File: src/rtl/range_reader_if.sv
// Word stream from the range reader toward the display/bus logic.
// The master presents (n, count, last) under valid; the slave answers with ready.
interface range_reader_if;
  logic        out_valid;
  logic        out_ready;
  logic [31:0] out_n;
  logic [15:0] out_count;
  logic        out_last;

  modport master (
    output out_valid,
    output out_n,
    output out_count,
    output out_last,
    input  out_ready
  );

  modport slave (
    input  out_valid,
    input  out_n,
    input  out_count,
    input  out_last,
    output out_ready
  );
endinterface

File: src/rtl/range_reader.sv
// Host-side reader for the Collatz range block: launches one fill, then reads
// every RAM word back through the range read port and streams (n, count) pairs.
//
// state     | meaning
// S_IDLE    | waiting for req; rstart parked at 0
// S_LAUNCH  | one-cycle go pulse, rstart = latched base
// S_ARM     | wait for rdone low (discards a done left over from a prior run)
// S_WAIT    | wait for rdone high (fill finished)
// S_ADDR    | present read address idx on rstart
// S_CAPTURE | registered RAM data arrives; load the output word
// S_OUT     | hold the word until out_ready
// S_FIN     | one-cycle fin pulse
module range_reader #(
  parameter int RAM_WORDS     = 16,
  parameter int RAM_ADDR_BITS = 4
) (
  input  logic                  clk,
  input  logic                  reset,
  input  logic                  req,
  input  logic [31:0]           base,
  output logic                  busy,
  output logic                  fin,
  output logic                  rgo,
  output logic [31:0]           rstart,
  input  logic                  rdone,
  input  logic [15:0]           rcount,
  range_reader_if.master        out_if
);

  typedef enum logic [2:0] {
    S_IDLE,
    S_LAUNCH,
    S_ARM,
    S_WAIT,
    S_ADDR,
    S_CAPTURE,
    S_OUT,
    S_FIN
  } state_t;

  localparam logic [RAM_ADDR_BITS-1:0] LAST_IDX = RAM_ADDR_BITS'(RAM_WORDS - 1);

  state_t                   state;
  logic [31:0]              base_q;
  logic [RAM_ADDR_BITS-1:0] idx;

  function automatic logic [31:0] addr_ext(input logic [RAM_ADDR_BITS-1:0] a);
    return {{(32 - RAM_ADDR_BITS){1'b0}}, a};
  endfunction

  always_ff @(posedge clk) begin
    if (reset) begin
      state            <= S_IDLE;
      base_q           <= '0;
      idx              <= '0;
      busy             <= 1'b0;
      fin              <= 1'b0;
      rgo              <= 1'b0;
      rstart           <= '0;
      out_if.out_valid <= 1'b0;
      out_if.out_n     <= '0;
      out_if.out_count <= '0;
      out_if.out_last  <= 1'b0;
    end else begin
      case (state)
        S_IDLE: begin
          rstart <= '0;
          if (req) begin
            base_q <= base;
            idx    <= '0;
            busy   <= 1'b1;
            rgo    <= 1'b1;
            rstart <= base;
            state  <= S_LAUNCH;
          end
        end
        S_LAUNCH: begin
          rgo    <= 1'b0;
          rstart <= addr_ext(idx);
          state  <= S_ARM;
        end
        S_ARM: begin
          if (!rdone) state <= S_WAIT;
        end
        S_WAIT: begin
          if (rdone) begin
            rstart <= addr_ext(idx);
            state  <= S_ADDR;
          end
        end
        S_ADDR: begin
          state <= S_CAPTURE;
        end
        S_CAPTURE: begin
          out_if.out_count <= rcount;
          out_if.out_n     <= base_q + addr_ext(idx);
          out_if.out_last  <= (idx == LAST_IDX);
          out_if.out_valid <= 1'b1;
          state            <= S_OUT;
        end
        S_OUT: begin
          // Word fields stay frozen after the handshake; only valid drops.
          if (out_if.out_ready) begin
            out_if.out_valid <= 1'b0;
            if (out_if.out_last) begin
              fin   <= 1'b1;
              state <= S_FIN;
            end else begin
              idx    <= idx + 1'b1;
              rstart <= addr_ext(idx + 1'b1);
              state  <= S_ADDR;
            end
          end
        end
        S_FIN: begin
          fin    <= 1'b0;
          busy   <= 1'b0;
          rstart <= '0;
          state  <= S_IDLE;
        end
        default: state <= S_IDLE;
      endcase
    end
  end

endmodule

File: src/flat_wrapper.sv
// flat-port wrapper written by rule: the top's interface ports become plain ports
module range_reader_flat 
#(
  parameter int RAM_WORDS     = 16,
  parameter int RAM_ADDR_BITS = 4
)
  (clk, reset, req, base, busy, fin, rgo, rstart, rdone, rcount, out_if_out_valid, out_if_out_n, out_if_out_count, out_if_out_last, out_if_out_ready);
  range_reader_if out_if_i ();
  input  logic clk;
  input  logic reset;
  input  logic req;
  input  logic [31:0] base;
  output logic busy;
  output logic fin;
  output logic rgo;
  output logic [31:0] rstart;
  input  logic rdone;
  input  logic [15:0] rcount;
  output wire logic [$bits(out_if_i.out_valid)-1:0] out_if_out_valid;
  output wire logic [$bits(out_if_i.out_n)-1:0] out_if_out_n;
  output wire logic [$bits(out_if_i.out_count)-1:0] out_if_out_count;
  output wire logic [$bits(out_if_i.out_last)-1:0] out_if_out_last;
  input wire logic [$bits(out_if_i.out_ready)-1:0] out_if_out_ready;
  assign out_if_out_valid = out_if_i.out_valid;
  assign out_if_out_n = out_if_i.out_n;
  assign out_if_out_count = out_if_i.out_count;
  assign out_if_out_last = out_if_i.out_last;
  assign out_if_i.out_ready = out_if_out_ready;
  range_reader #(.RAM_WORDS(RAM_WORDS), .RAM_ADDR_BITS(RAM_ADDR_BITS)) u_core (.clk(clk), .reset(reset), .req(req), .base(base), .busy(busy), .fin(fin), .rgo(rgo), .rstart(rstart), .rdone(rdone), .rcount(rcount), .out_if(out_if_i));
endmodule
File: config.mk
export PLATFORM = sky130hd
export DESIGN_NAME = range_reader_flat
export DESIGN_NICKNAME = d
export VERILOG_FILES = /design/src/rtl/range_reader_if.sv /design/src/rtl/range_reader.sv /design/src/flat_wrapper.sv
export SDC_FILE = /design/constraint.sdc
export NUM_CORES = 1
export LEC_CHECK = 0
export ABC_AREA = 1
export BUFFER_PORTS_ARGS = -buffer_cell sky130_fd_sc_hd__buf_2
export CELL_PAD_IN_SITES_DETAIL_PLACEMENT = 0
export CELL_PAD_IN_SITES_GLOBAL_PLACEMENT = 1
export CORE_ASPECT_RATIO = 1.1
export CORE_MARGIN = 4
export CORE_UTILIZATION = 30
export DETAILED_ROUTE_END_ITERATION = 6
export PLACE_DENSITY_LB_ADDON = 0.1
export SLEW_MARGIN = 20
export SYNTH_ARGS = -nofsm -noshare
export SYNTH_HDL_FRONTEND = slang
export SYNTH_SLANG_ARGS = --single-unit
File: constraint.sdc
create_clock -name clk -period 1.9 [get_ports clk]
set_input_delay 0 -clock clk [delete_from_list [all_inputs] [get_ports clk]]
set_output_delay 0 -clock clk [all_outputs]
set_load 0.05 [all_outputs]
==> results of run 1 <==
[synthesized netlist by cell type (3+ instances only)]
library cell / n
nand2_1: 280
dfxtp_1: 124
a21oi_1: 92
inv_1: 65
nor2_1: 62
nand3_1: 46
o21a_1: 20
o21ai_0: 17
clkbuf_1: 15
buf_4: 13
nand3b_1: 8
nand4_1: 8
buf_2: 7
inv_2: 6
o211ai_1: 6
ha_1: 5
nand2_2: 5
o21bai_1: 4
or2_2: 4
nor2_2: 3
nor3_2: 3
[per-stage QoR]
step           hold WS (ps)  utilization, %
2_1_floorplan           143               -
3_3_place_gp            251            35.7
3_5_place_dp            253            35.7
4_1_cts                88.0            42.1
5_1_grt                 114            42.3
6_report                104            42.3
[cell families after synthesis]
kind of cell / count (synthesis) / share of synthesized area (%)
buffers and inverters: 108 / 8.37
XOR/XNOR: 3 / 0.466
AND/OR/NAND/NOR: 423 / 31.2
flip-flops: 124 / 44.0
adder cells (fa/ha/maj): 6 / 1.47
AO/OA/AOI/OAI: 145 / 14.5
[routing by layer]
layer | part of all wire (%) | GRT usage (%)
met2 | 42 | 26.5
met4 | 1.3 | 5.43
met5 | 0 | 0
met3 | 5.8 | 5.15
met1 | 51 | 23.7
[registers in the layout, indices dropped and copies added, names as in the netlist]
register                 count
u_core.rstart               32
u_core.out_if.out_count     16
u_core.rgo                   1
u_core.state                 3
u_core.out_if.out_valid      1
u_core.out_if.out_n         32
u_core.busy                  1
u_core.base_q               32
u_core.idx                   4
u_core.out_if.out_last       1
u_core.fin                   1
[worst reg2reg max path, cell delays in order, from the launching register on]
cell	delay [ps]
dfxtp_1	310
ha_1	220
fa_2	350
nand2_1	110
nand3_2	110
nand2_4	140
buf_4	120
or2_2	90
nand3_1	50
o211ai_1	100
inv_1	50
[worst min-delay path by stage]
stage               startpoint                          to  slack, ps  cells after the start
floorplan              base[3]            u_core.base_q[3]        140                      2
global placement     rcount[8]  u_core.out_if.out_count[8]        250                      3
detailed placement   rcount[3]  u_core.out_if.out_count[3]        250                      3
CTS                      reset             u_core.state[0]         90                      3
global route             reset            u_core.rstart[5]        110                      3
finish                   reset             u_core.state[0]        100                      3
[power groups by stage]
stage | clock network [µW] | logic (µW) | registers [µW]
global route | 3690 | 2220 | 3200
CTS | 3580 | 2030 | 3160
detailed placement | 0 | 1930 | 3210
floorplan | 0 | 985 | 3580
finish | 3490 | 2020 | 3170
global placement | 0 | 1950 | 3210
[layout make-up]
class | count | area [µm²]
well taps | 243 | 304
multi-input cells | 577 | 2720
clock buffers | 19 | 443
flip-flops and latches | 124 | 2480
fillers | 1948 | 10600
clock inverters | 13 | 190
inverters | 71 | 267
repair buffers | 204 | 1380
[repair_timing]
action,in CTS,in global routing
pin swaps,0,2
setup endpoints to repair,1,25
setup buffers,0,1
endpoints found under the hold margin,83,0
resized for setup,1,11
hold buffers,53,0
==> summary.md, run 1 <==
| Metric | Value |
|---|---|
| CP required | around 2200 ps |
| Yosys reg bits | 124 |
| NetSw | a little under 3000 µW |
| Final count of pins violating max slew | 0 |
| Clock root cell | clkbuf_16 |
| Num Clock Sinks | between 100 and 150 |
| DRT Wirelength | roughly 18000 µm |
| Total power | 8680 µW |
| Avg Cell Area, Syn | around 7 µm² |
| Synth async-reset ratio | 0% |
| Tmin final | roughly 1800 ps |
| Die Ht | about 150 µm |
| Cells after DPL | 1165 |
| Synthesized area | 5640 µm² |
| Clk pin slew, worst setup/hold paths | 60 ps |
| Htree depth | 4 |
| Placed Instance Area | 6580 µm² |
| Clk_lat worst skew | between 400 and 500 ps |
| Worst Setup SP | u_core.idx[0] |
| Largest net degree at the start of global routing | 86 |
| Slowest stage delay, CP | about 350 ps |
| Fraction of layout cells with a size suffix above 1 | 21.4% |
| Status | finished clean |
| Number of synthesized flops with an enable pin | 0 |
| Worst Setup Path Type | register to register |
| Initial DRC Count | between 300 and 400 |
| Flop2flop setup slack | 140 ps |
| RSZ-0062 raised after global routing | false |
| Final antenna-violating net count | 0 |
| Final Instance Count excl. Fillers | approximately 1300 |
| Die Width | 139 µm |
| CP Buf/Inv Count | 2 |
| Vias in the first global route | ~5500 |
| Top delay family on crit path | adder cells |
| Setup WS pre-CTS | 28.8 ps |
| Post-synth top flop | dfxtp_1 |
| Levels on crit path | 10 |
| Commonest non-fill, non-tap cells in the layout | nand2_1 (276), buf_2 (137), dfxtp_1 (123) |
| Ant. Diodes | 0 |
| First-pass GRT wire length | a little under 30000 µm |
| Final Hold Vio Count | 0 |
| Crit share post-route | ~93% |
| Least-Margin Pin Slew | roughly 390 ps |
| Cell chain of the critical path | ha_1 > fa_2 > nand2_1 > nand3_2 > nand2_4 > buf_4 > or2_2 > nand3_1 > o211ai_1 > inv_1 |
| GRT Residual Overflow | 0 |
| P_int | roughly 5700 µW |
| Placer Congestion | 0.800 |
| GR Util All Layers | between 15 and 20% |
| Ranking of synthesized cells by area | dfxtp_1 (44%), nand2_1 (19%), a21oi_1 (8.2%) |
| I/O pins | 138 |
| Initial core utilization | between 30% and 40% |
| Worst setup EP type | register |
| Largest area contributor in the netlist | dfxtp_1 |
| Core Rows | between 50 and 60 |
| PwrDens | roughly 1100 nW/µm² |
| CP max stage cell | fa_2 |
| DR vias | between 5000 and 6000 |
| Setup Viol. Count Final | 0 |
| Sequential power share | between 30% and 40% |
| Setup TNS | 0 ps |
| CP arrival | 2070 ps |
| Synth top area share | 44.0% |
| Leak | ~0.0034 µW |
| CP startpoint kind | register |
| Synth-to-Final Area Change | 38.2% |
| Drt drc | 0 |
| CTS tree | yes |
| Library cells used by synthesis | 34 |
| Hold WC Path Type | input port to register |
| Worst r2r dst | u_core.out_if.out_n[4] |
| Worst r2r src | u_core.idx[0] |
| Comb power frac | 23.3% |
| Fin nets | ~1100 |
| Skew final | between 8 and 9 ps |
| Max Clock Freq | around 570 MHz |
| Mapped Cells | just over 800 |
| Port bufs | 137 |
| Max Cap Violations | 0 |
| Num CTS Buffers | 17 |
| Slew headroom | between 70% and 80% |
| Core area | about 18000 µm² |
| Post-synthesis sequential area ratio | 44.0% |
| Fin area | 7790 µm² |
| Initial DRT Pass Iterations | 4 |
| R2R cell count | 10 |
| Max FO, Critical Path | 6 |
| Die area | between 20000 and 25000 µm² |
| Synth Warn # | 0 |
| Clock share of power | 40.2% |
| Worst VDD drop | 0.000650 V |
| DR vias/cell | approximately 4.5 |
| Fin worst setup slack | between 100 and 150 ps |
| Syn nets | ~870 |
| Commonest non-fill, non-tap cell in the layout | nand2_1 |
| DR WL/cell | 14.3 µm |
| Deepest clock path buffer count | 2 |
| DP HPWL | 12600 µm |
| Initial antenna violation count | 0 |
| Crit path to | u_core.out_if.out_n[4] |
| Switch share | approximately a third |
Power figures use the tool's default switching activity.
==> run 2: changes to the inputs <==
- PLACE_DENSITY: unset -> 0.65
- PLACE_DENSITY_LB_ADDON: 0.1 -> unset
- clock period: 1.9 -> 1.55 ns (I/O delays scaled with it)
==> summary.md, run 2 (same netlist as run 1, synthesis figures left out) <==
| Metric | Value |
|---|---|
| Die Width | approximately 140 µm |
| DR vias | 5870 |
| Initial antenna violation count | 0 |
| Port bufs | ~140 |
| Failing checks | setup timing |
| Vias in the first global route | between 5000 and 6000 |
| CP startpoint kind | register |
| Crit share post-route | 110% |
| GR Util All Layers | between 10% and 20% |
| Initial DRC Count | 269 |
| DRT Wirelength | between 15000 and 20000 µm |
| Final Instance Count excl. Fillers | 1306 |
| Cells after DPL | ~1200 |
| Final Hold Vio Count | 0 |
| Worst r2r src | u_core.idx[0] |
| Worst VDD drop | between 0.0007 and 0.0008 V |
| Status | finished with violations |
| Fin nets | between 1000 and 1500 |
| Max FO, Critical Path | 2 |
| Slew headroom | between 70% and 80% |
| DR WL/cell | around 15 µm |
| Initial core utilization | roughly 31% |
| Fraction of layout cells with a size suffix above 1 | approximately a third |
| Clk_lat worst skew | 420 ps |
| Setup WS pre-CTS | -169 ps |
| I/O pins | 138 |
| Max Cap Violations | 0 |
| Num CTS Buffers | 17 |
| Num Clock Sinks | 124 |
| Top Registers | u_core.base_q (32), u_core.out_if.out_n (32), u_core.rstart (32) |
| Grt met1 use | roughly a quarter |
| First-pass GRT wire length | around 30000 µm |
| Die area | between 20000 and 25000 µm² |
| Synth-to-Final Area Change | 53.0% |
| Ant. Diodes | 0 |
| CP arrival | between 2000 and 2500 ps |
| DR vias/cell | around 4.5 |
| Global route hottest layer | met2 |
| Worst Hold Depth | 5 |
| Htree depth | 4 |
| Die Ht | 152 µm |
| Routing usage on met2 | 27.0% |
| HP Start | req |
| CTS tree | yes |
| PwrDens | approximately 1300 nW/µm² |
| GRT Residual Overflow | 0 |
| Clock root cell | clkbuf_16 |
| Worst Setup Path Type | register to register |
| Skew final | around 7.4 ps |
| Drt drc | 0 |
| Final count of pins violating max slew | 0 |
| Hold slack | ~25 ps |
| Tmin final | between 1500 and 2000 ps |
| Largest net degree at the start of global routing | 86 |
| Commonest non-fill, non-tap cell in the layout | nand2_1 |
| Commonest non-fill, non-tap cells in the layout | nand2_1 (263), buf_2 (137), dfxtp_1 (105) |
| Worst Setup SP | u_core.idx[0] |
| Initial DRT Pass Iterations | 4 |
| R2R cell count | 7 |
| Final Util | 46.8% |
| DP HPWL | roughly 13000 µm |
| Final antenna-violating net count | 0 |
| Fillers | approximately 1900 |
| Setup Viol. Count Final | 16 |
| RSZ-0062 raised after global routing | true |
| Hold WC Path Type | input port to register |
| Fin worst setup slack | -160 ps |
| Clk pin slew, worst setup/hold paths | roughly 60 ps |
| CP required | 1860 ps |
| M3 GR Usage | ~5.0% |
| Worst setup EP type | register |
| Max Clock Freq | 585 MHz |
| Placer Congestion | slightly above 0.8 |
| Core Rows | 52 |
| Core area | 18400 µm² |
| Leak | 0.00375 µW |
| Least-Margin Pin Slew | about 380 ps |
| Deepest clock path buffer count | 2 |
==> run 2: changes by cell type in the layout (fill, tap and decap cells not counted), moves of 7 or more <==
| cell | change |
|---|---|
| nand3_1 | -16 |
| nor2_1 | -13 |
| nand2_1 | -13 |
| nand2_4 | +7 |
| nor2_2 | +8 |
| buf_6 | +8 |
| dfxtp_1 | -18 |
| buf_4 | +47 |
| dfxtp_2 | +17 |
| nand3_2 | +12 |
==> run 2: worst paths after layout <==
kind | to | slack (ps)
min | u_core.rstart[2] | 20
max reg2reg | u_core.out_if.out_n[2] | -160
max | u_core.out_if.out_n[2] | -160
min reg2reg | u_core.rstart[19] | 460
==> run 2: stage by stage <==
| step | total power, µW | area, µm² | setup TNS (ps) |
|---|---|---|---|
| after CTS | 10900 | 8270 | -618 |
| final | 11000 | 8620 | -1540 |
| after detailed placement | 6600 | 6990 | -2390 |
| after floorplan | 5610 | 5680 | 0 |
| after global placement | 6600 | 6990 | -2040 |
| after global routing | 11600 | 8620 | -3570 |
==> run 2: cell type report <==
type                    instances  area [µm²]  area share (%)
multi-input cells             577        3060            35.5
flip-flops and latches        124        2510            29.1
repair buffers                259        1880            21.8
clock buffers                  18         439            5.09
well taps                     243         304            3.53
inverters                      71         272            3.15
clock inverters                14         159            1.84
==> run 2: power by group <==
part	switching [µW]	internal (µW)	leakage (µW)	total, µW
registers	303	3540	0.00102	3850
clock network	1570	2440	0.000277	4010
logic	2010	1180	0.00246	3190
==> run 2: routing by layer <==
layer	up-vias	wire length, µm
met2	114	8470
met4	0	272
li1	3080	-
met1	2657	9320
met5	-	0
met3	19	883
==> run 2: worst max-delay path: stages (launching register included) <==
cell and delay [ps]:
dfxtp_2 330, ha_4 160, fa_2 360, buf_4 140, buf_4 130, or2_2 270
a21oi_2 140, nor2_1 60
==> run 2: what timing repair did <==
action / in CTS / in global routing
hold buffers: 49 / 0
pin swaps: 13 / 29
setup buffers: 4 / 5
setup endpoints to repair: 29 / 86
hold endpoints to repair: 81 / 0
gates resized for setup: 40 / 74
cloned: 1 / 3
==> run 3: changes to the inputs <==
- ABC_AREA: 1 -> unset
- PLACE_DENSITY: 0.65 -> 0.63
- SKIP_LAST_GASP: unset -> 1
- SLEW_MARGIN: 20 -> unset
==> summary.md, run 3 <==
| Metric | Value |
|---|---|
| DR WL/cell | between 15 and 20 µm |
| Drt drc | 0 |
| Clock share of power | between 30% and 40% |
| Die Width | 133 µm |
| Syn nets | 684 |
| Vias in the first global route | about 5300 |
| Synth Warn # | 0 |
| Worst Setup Path Type | register to register |
| Port bufs | around 140 |
| Avg Cell Area, Syn | 8.29 µm² |
| Top delay family on crit path | adder cells |
| Least-Margin Pin Slew | ~430 ps |
| Commonest cells in the netlist | nand2_1 (157), dfxtp_1 (124), a21oi_1 (99) |
| Placed Instance Area | approximately 6700 µm² |
| DP HPWL | about 12000 µm |
| Adder-Cell Fraction of Synth Area | under 10% |
| P_int | roughly 7800 µW |
| Number of synthesized flops with an enable pin | 0 |
| Core Rows | 50 |
| Skew final | 10.1 ps |
| Die Ht | 146 µm |
| Post-synth top flop | dfxtp_1 |
| Synth top area share | 47.9% |
| Switch share | about a third |
| Num Clock Sinks | between 100 and 150 |
| Largest area contributor in the netlist | dfxtp_1 |
| Cell chain of the critical path | ha_4 > fa_2 > a211o_1 > nor3b_4 > nor4b_4 > xnor2_1 > a211oi_1 |
| Deepest clock path buffer count | 2 |
| Worst VDD drop | about 0.00076 V |
| Initial core utilization | between 30% and 40% |
| CP required | around 1900 ps |
| Fin nets | 939 |
| Multi-input gate area | 2760 µm² |
| PwrDens | roughly 1400 nW/µm² |
| Ranking of synthesized cells by area | dfxtp_1 (48%), nand2_1 (11%), a21oi_1 (9.6%) |
| Sequential power share | ~33% |
| Post-Synth Simple-Gate Area | approximately 23% |
| Slowest stage delay, CP | around 360 ps |
| Initial DRT Pass Iterations | 4 |
| Final Instance Count excl. Fillers | between 1000 and 1500 |
| Synth-to-Final Area Change | 57.8% |
| Crit share post-route | 122% |
| Setup Viol. Count Final | 28 |
| First-pass GRT wire length | 26800 µm |
| Synth async-reset ratio | 0% |
| I/O pins | about 140 |
| Core area | roughly 17000 µm² |
| Placer Congestion | just over 0.8 |
| Slew headroom | between 70% and 80% |
| Largest net degree at the start of global routing | 46 |
| Fillers | roughly 1700 |
| Clock root cell | clkbuf_16 |
| Tmin final | around 1900 ps |
| Synthesized area | 5180 µm² |
| Grt met1 use | between 20% and 30% |
| CP max stage cell | fa_2 |
| Routing usage on met2 | about 29% |
| Comb power frac | roughly 33% |
| Global route hottest layer | met2 |
| NetSw | ~4000 µW |
| DR vias/cell | 4.73 |
| Cells after DPL | just over 1000 |
| Clk pin slew, worst setup/hold paths | 50 ps |
| Final antenna-violating net count | 0 |
| Post-synthesis mux area share | less than 1% |
| Mapped Cells | ~630 |
| Xor and xnor area share after synthesis | under 10% |
| GRT Residual Overflow | 0 |
| Final Hold Vio Count | 0 |
| CP Buf/Inv Count | 0 |
| RSZ-0062 raised after global routing | true |
| Post-synthesis sequential area ratio | approximately 48% |
| M3 GR Usage | ~4.4% |
| Num CTS Buffers | 17 |
| Hold WC Path Type | input port to register |
| Yosys reg bits | roughly 120 |
| Compound-cell area share of the yosys netlist | 18.3% |
| Commonest non-fill, non-tap cell in the layout | nand2_1 |
| CTS tree | yes |
| GR Util All Layers | between 10% and 20% |
| Fin worst setup slack | -341 ps |
| Commonest non-fill, non-tap cells in the layout | nand2_1 (155), buf_2 (137), dfxtp_1 (114) |
| CP arrival | 2220 ps |
| Most common cell in the netlist | nand2_1 |
| Clk_lat worst skew | roughly 420 ps |
| Final count of pins violating max slew | 0 |
| Status | finished with violations |
| Die area | just under 20000 µm² |
| Fraction of layout cells with a size suffix above 1 | a little over a third |
| Worst setup EP type | register |
| DR vias | roughly 5300 |
| Library cells used by synthesis | 56 |
| Max Clock Freq | 529 MHz |
| CP startpoint kind | register |
| Register area | between 2000 and 2500 µm² |
| Ant. Diodes | 0 |
| DRT Wirelength | about 17000 µm |
| Leak | 0.00342 µW |
| Initial antenna violation count | 0 |
| Fin area | ~8000 µm² |
| Initial DRC Count | approximately 250 |
| Top Registers | u_core.base_q (32), u_core.out_if.out_n (32), u_core.rstart (32) |
| Max Cap Violations | 0 |
| Main combinational cell family by area after synthesis | simple AND/OR/NAND/NOR gates |
| Max FO, Critical Path | 6 |
| Htree depth | 4 |
| Failing checks | setup timing |
-- run 3: changes by cell type after synthesis, moves of 21 or more --
| cell | change |
|---|---|
| nand2_1 | -123 |
| inv_1 | -59 |
| a211oi_1 | +23 |
| nor2_1 | -21 |
| nand3_1 | -39 |
| xnor2_1 | +21 |
-- run 3: worst paths after layout --
check / startpoint / depth (start not counted) / slack (ps) / to
setup / recovery: u_core.idx[0] / 7 / -340 / u_core.out_if.out_n[26]
hold / removal: rdone / 4 / 30 / u_core.state[2]
setup reg to reg: u_core.idx[0] / 7 / -340 / u_core.out_if.out_n[26]
hold reg to reg: u_core.rstart[21] / 2 / 450 / u_core.rstart[21]
-- run 3: kinds of logic after synthesis --
group                    after synthesis
AND/OR/NAND/NOR                      259
AO/OA/AOI/OAI                        158
flip-flops                           124
buffers and inverters                 48
XOR/XNOR                              28
adder cells (fa/ha/maj)                6
multiplexers                           2
-- run 3: through the flow --
step | worst slack, ps | utilization (%) | setup TNS, ps | power [µW] | hold WS (ps)
floorplan | -290 | - | -5010 | 5970 | 136
global placement | -396 | 39.6 | -6430 | 7330 | 243
detailed placement | -420 | 39.6 | -7380 | 7380 | 250
CTS | -351 | 46.6 | -6760 | 11600 | 12.9
global route | -450 | 48.1 | -9890 | 12300 | 55.5
finish | -341 | 48.1 | -6680 | 11700 | 28.6
-- run 3: tightest hold or removal path: cells and delay by family --
| family | cells | cell delay (ps) |
|---|---|---|
| AND/OR/NAND/NOR | 2 | 170 |
| AO/OA/AOI/OAI | 1 | 110 |
| buffers and inverters | 1 | 120 |
-- run 3: power groups by stage --
stage	Combinational, µW	Clock [µW]	Sequential [µW]
after floorplan	1380	0	4590
after global placement	3440	0	3890
after detailed placement	3480	0	3900
after CTS	3610	4160	3840
after global routing	4140	4290	3900
final	3820	4070	3850
-- run 3: layer usage --
metal  up-vias  wire (µm)
li1       2682          -
met1      2492       7470
met2       126       8370
met3        26        806
met4         0        297
met5         -          0
-- run 3: final cells by class --
type	instances	share of cell area [%]
sequential	124	30.6
multi-input combinational	453	33.7
inverter	6	0.275
clock inverter	7	1.35
tap	234	3.58
timing repair buffer	278	24.4
clock buffer	25	6.06
-- run 3: timing repair --
| action | in CTS | in global routing |
|---|---|---|
| cloned | 0 | 2 |
| gates resized for setup | 9 | 41 |
| pin swaps | 8 | 11 |
| hold endpoints to repair | 84 | 0 |
| hold buffers | 53 | 0 |
| setup endpoints to repair | 29 | 97 |
| buffers inserted | 0 | 5 |
